## config.mk

```make
export PLATFORM = sky130hd
export DESIGN_NAME = prefix_subtractor_pipe
export DESIGN_NICKNAME = d
export VERILOG_FILES = /design/src/rtl/prefix_subtractor_pipe.sv
export SDC_FILE = /design/constraint.sdc
export NUM_CORES = 1
export LEC_CHECK = 0
export ABC_AREA = 1
export CAP_MARGIN = 0
export CORE_MARGIN = 10
export CORE_UTILIZATION = 50
export DETAILED_ROUTE_END_ITERATION = 10
export GPL_ROUTABILITY_DRIVEN = 0
export PLACE_DENSITY_LB_ADDON = 0.08
export RECOVER_POWER = 25
export SETUP_SLACK_MARGIN = 0.5
export SYNTH_ARGS = -nofsm -noshare
export SYNTH_HDL_FRONTEND = slang
export SYNTH_SLANG_ARGS = --single-unit
```

## constraint.sdc

```tcl
create_clock -name clk -period 2 [get_ports clk]
set_input_delay 0.3 -clock clk [delete_from_list [all_inputs] [get_ports clk]]
set_output_delay 0.3 -clock clk [all_outputs]
set_load 0.005 [all_outputs]
```

## src/rtl/prefix_subtractor_pipe.sv

```systemverilog
// Two-stage pipelined subtractor recovering b = sum - a, with range error flag.
// Optional saturating error counter on port err_cnt when SUB_ERRCNT_EN is defined.
module prefix_subtractor_pipe #(
    parameter int WIDTH = 12,
    parameter int SPLIT = 6
) (
    input  logic             clk,
    input  logic             rst_n,
    input  logic             in_valid,
    output logic             in_ready,
    input  logic [WIDTH:0]   in_sum,
    input  logic [WIDTH-1:0] in_a,
    output logic             out_valid,
    input  logic             out_ready,
    output logic [WIDTH-1:0] out_b,
    output logic             out_err,
    output logic             busy
`ifdef SUB_ERRCNT_EN
    ,
    output logic [7:0]       err_cnt
`endif
);

    localparam int HI = WIDTH - SPLIT;

    logic             s1_valid;
    logic [SPLIT-1:0] s1_lo;
    logic             s1_borrow;
    logic [HI:0]      s1_sum_hi;
    logic [HI-1:0]    s1_a_hi;

    logic             s2_free;
    logic             advance;
    logic             take;
    logic             emit;
    logic [SPLIT:0]   lo_diff;
    logic [HI+1:0]    hi_diff;

    assign s2_free  = ~out_valid | out_ready;
    assign advance  = s1_valid & s2_free;
    assign in_ready = ~s1_valid | s2_free;
    assign take     = in_valid & in_ready;
    assign emit     = out_valid & out_ready;
    assign busy     = s1_valid | out_valid;

    // Low-half subtraction; the extra MSB carries the borrow into stage 2.
    assign lo_diff = {1'b0, in_sum[SPLIT-1:0]} - {1'b0, in_a[SPLIT-1:0]};

    // Upper subtraction: bit HI+1 means sum < a, bit HI means diff >= 2^WIDTH.
    assign hi_diff = {1'b0, s1_sum_hi}
                   - {2'b00, s1_a_hi}
                   - {{(HI + 1){1'b0}}, s1_borrow};

    // Stage 1: capture low difference, borrow and the raw upper operands.
    always_ff @(posedge clk or negedge rst_n) begin
        if (!rst_n) begin
            s1_valid  <= 1'b0;
            s1_lo     <= '0;
            s1_borrow <= 1'b0;
            s1_sum_hi <= '0;
            s1_a_hi   <= '0;
        end else begin
            if (take) begin
                s1_valid  <= 1'b1;
                s1_lo     <= lo_diff[SPLIT-1:0];
                s1_borrow <= lo_diff[SPLIT];
                s1_sum_hi <= in_sum[WIDTH:SPLIT];
                s1_a_hi   <= in_a[WIDTH-1:SPLIT];
            end else if (advance) begin
                s1_valid <= 1'b0;
            end
        end
    end

    // Stage 2: finish the subtraction and hold the result until accepted.
    always_ff @(posedge clk or negedge rst_n) begin
        if (!rst_n) begin
            out_valid <= 1'b0;
            out_b     <= '0;
            out_err   <= 1'b0;
        end else begin
            if (advance) begin
                out_valid <= 1'b1;
                out_b     <= {hi_diff[HI-1:0], s1_lo};
                out_err   <= hi_diff[HI+1] | hi_diff[HI];
            end else if (out_ready) begin
                out_valid <= 1'b0;
            end
        end
    end

`ifdef SUB_ERRCNT_EN
    // Count erroring results as they leave; saturate at 255.
    always_ff @(posedge clk or negedge rst_n) begin
        if (!rst_n) begin
            err_cnt <= 8'd0;
        end else if (emit && out_err && err_cnt != 8'hFF) begin
            err_cnt <= err_cnt + 8'd1;
        end
    end
`else
    logic unused_emit;
    assign unused_emit = emit;
`endif

endmodule

```

==> results.py <==
metrics = {
    "yosys": {
        "ys.flop_type": "dfrtp_1",
        "synth_cell_types": 23,
        "post-synth-top-count-cell": "nand2_1",
        "ys_warn_count": 0,
        "synth_common_cells": "97 x nand2_1, 35 x dfrtp_1, 32 x inv_1, 15 x ha_1, 13 x o21ai_1",
        "synth_top_family_by_area": "simple AND/OR/NAND/NOR gates",
        "synth_seq_area_share_pct": 44.7,
        "synth_edf_count": 0,
        "synth_compound_area_share_pct": 6.13,
        "synthTopCellsByArea": "dfrtp_1 45%, nand2_1 19%, ha_1 9.6%, inv_1 6.1%, o21ai_1 3.3%",
        "synth-seq-cells": 35,
        "syn_inst": 242,
        "synth_xor_area_share_pct": 2.24,
        "synth_async_sr_flop_share_pct": 100,
        "synthSimpleGateAreaFrac_pct": 24.4,
        "synth_top_area_share_pct": 44.7,
        "yosysTopAreaCell": "dfrtp_1",
        "muxShareOfSynthArea_pct": 0,
        "synthAdderAreaFrac_pct": 12.7,
        "syn_area_per_cell_um2": 8.09,
        "syn-num-nets": 289,
        "post_synth_instance_area_um2": 1960,
    },
    "finish": {
        "drive_gt1_share_pct": 16.2,
        "final_nets": 343,
        "final_cell_area_um2": 2640,
        "n_antenna_cell": 0,
        "area_growth_pct": 35.0,
    },
    "setup_path": {
        "r2r-end": "out_err",
        "crit_type": "reg2reg",
        "arrival_ps": 1980,
        "worst_setup_path_end_kind": "flop",
        "required_ps": 2170,
        "reg2reg_depth": 11,
        "start_kind": "flop",
        "r2r_start": "s1_a_hi[0]",
        "reg2reg_slack_ps": 190,
        "crit_path_max_fanout": 2,
    },
    "sta": {
        "timing.slew.headroom_pct": 43.9,
        "slew_viol_final": 0,
        "period_needed_ps": 1810,
        "clock_skew_ps": 5.25,
        "hold_viol_final": 0,
        "fmax_ghz": 0.552,
        "fin_ws_ps": 190,
        "worstMarginPinSlew_ps": 841,
        "finalCritPeriodShare_pct": 90.5,
        "setup_viol": 0,
        "rsz0062_at_grt": "yes",
    },
    "clock_tree": {
        "numCtsBuffers": 5,
        "clockBufferDepth": 2,
        "cts_tree": "done",
        "insertion_delay_ps": 290,
        "htreeDepth": 2,
        "clk_pin_slew_ps": 70,
        "root_buffer": "clkbuf_8",
        "cts_sinks": 35,
        "cts.hold.buffers_added": 0,
    },
    "floorplanning": {
        "die-area_um2": 6820,
        "initial_utilization_pct": 52.7,
        "die_h_um": 82.6,
        "num_rows": 22,
        "fp.coreArea_um2": 3720,
        "io_pins": 45,
        "die_w_um": 82.6,
    },
    "global_route": {
        "antenna_found_initial": 0,
        "grt_pass1_wl_um": 6600,
        "gr-total-overflow": 0,
        "grt_use_total_pct": 12.3,
        "grt_pass1_vias": 1542,
        "grt_max_degree": 36,
    },
    "placement": {
        "place_area_um2": 2430,
        "dp_hpwl_um": 2890,
        "port_buffers": 44,
        "dp_worst_setup_slack_ps": -28.5,
    },
    "power_and_ir_drop": {
        "leakage_nw": 1.41,
        "power.density_nw_per_um2": 980,
        "vdd_drop_max_v": 0.000444,
    },
    "drt": {
        "drt_first_pass_iters": 4,
        "avgRoutedWirePerCell_um": 11.4,
        "drt-total-wl_um": 3920,
        "via_per_inst": 4.67,
        "drtIter0Drc": 95,
        "drc": 0,
        "vias": 1610,
        "ant_nets": 0,
    },
    "hold_path": {
        "hold_end": "s1_lo[0]",
        "holdPathStages": 3,
        "hp-class": "in2reg",
        "min-delay-start": "in_a[0]",
    },
    "run_status": {
        "status": "complete, no violations",
    },
    "job": {
        "cap_violations": 0,
    },
}
through the flow:
| step | cells | power [mW] | hold WS (ps) | setup TNS (ps) | util (%) |
|---|---|---|---|---|---|
| CTS | 343 | 2.58 | 438 | 0 | 69.0 |
| finish | 345 | 2.59 | 463 | 0 | 71.1 |
| floorplan | 242 | 1.62 | 4.41 | 0 | - |
| global placement | 331 | 2.03 | 461 | 0 | 65.5 |
| global route | 345 | 2.82 | 465 | 0 | 71.1 |
| detailed placement | 331 | 2.05 | 466 | -28.5 | 65.5 |
layout make-up:
class                      count  area (um2)
sequential                    35         876
timing repair buffer          53         510
inverter                      37         139
clock buffer                   5        68.8
clock inverter                 3        15.0
multi-input combinational    164         975
tap                           48        60.1
fill                         317        1070
critical path: stages (launching register included):
cell	delay [ps]
dfrtp_1	340
inv_2	50
fa_2	410
fa_2	390
inv_1	60
nand2_1	60
nand2_1	70
nand2_2	70
nand2_1	60
nand3_1	60
nand2_1	70
a21oi_1	60
per-layer routing:
layer	vias up	global-route usage [%]	part of all wire, %
li1	847	-	-
met1	720	15.8	50
met2	38	18.7	43
met3	5	3.56	5.8
met4	0	6.02	1.6
met5	-	0	0
flip-flops by register name (all words and copies together), names as in the netlist:
name       flops
out_b         12
out_err        1
out_valid      1
s1_a_hi        6
s1_borrow      1
s1_lo          6
s1_sum_hi      7
s1_valid       1
logic make-up (layout without fill, tap and decap cells):
kind of cell / after synthesis / in the layout
AOI/OAI and AO/OA: 23 / 23
xor gates and xnor gates: 5 / 5
adders and majority gates: 18 / 18
buffers and inverters: 43 / 98
DFF: 35 / 35
and+or+nand+nor: 118 / 118
timing repair:
action | in CTS | in global routing
buffers inserted | 4 | 2
setup endpoints to repair | 11 | 14
gates resized for setup | 16 | 16
pin swaps | 11 | 8
worst max-delay path by stage:
stage                     end  slack, ps       start  cells past startpoint
finish                out_err        190  s1_a_hi[0]                     11
global route          out_err        100  s1_a_hi[0]                     11
CTS                   out_err        220  s1_a_hi[0]                     11
detailed placement  s1_borrow        -30   in_sum[0]                      9
global placement    s1_borrow         10   in_sum[0]                      9
floorplan             out_err        330   s1_borrow                     11
layout by cell type, fill, tap and decap left out, types with 2 or more instances in the layout:
cell             synthesis  layout
inv_2                    5       8
o21ai_1                 13      14
dfrtp_1                 35      35
dlymetal6s2s_1           0       5
ha_4                     0       4
a21oi_1                  7       5
clkinv_2                 0       3
xnor2_1                  4       3
fa_2                     0       3
clkbuf_8                 0       5
buf_4                    2       8
clkdlybuf4s15_1          0       2
nand2_1                 97      94
inv_1                   32      29
nand3_1                  6       6
dlygate4sd2_1            0       2
a21oi_2                  1       3
nor2_1                   8       7
clkdlybuf4s50_1          0      33
nand2_2                  3       6
ha_1                    15      10
report_power, final:
group,switching [mW],internal [mW]
registers,0.0982,0.891
logic,0.542,0.573
clock network,0.248,0.238
Note: power is estimated with default switching activity, not from simulation.
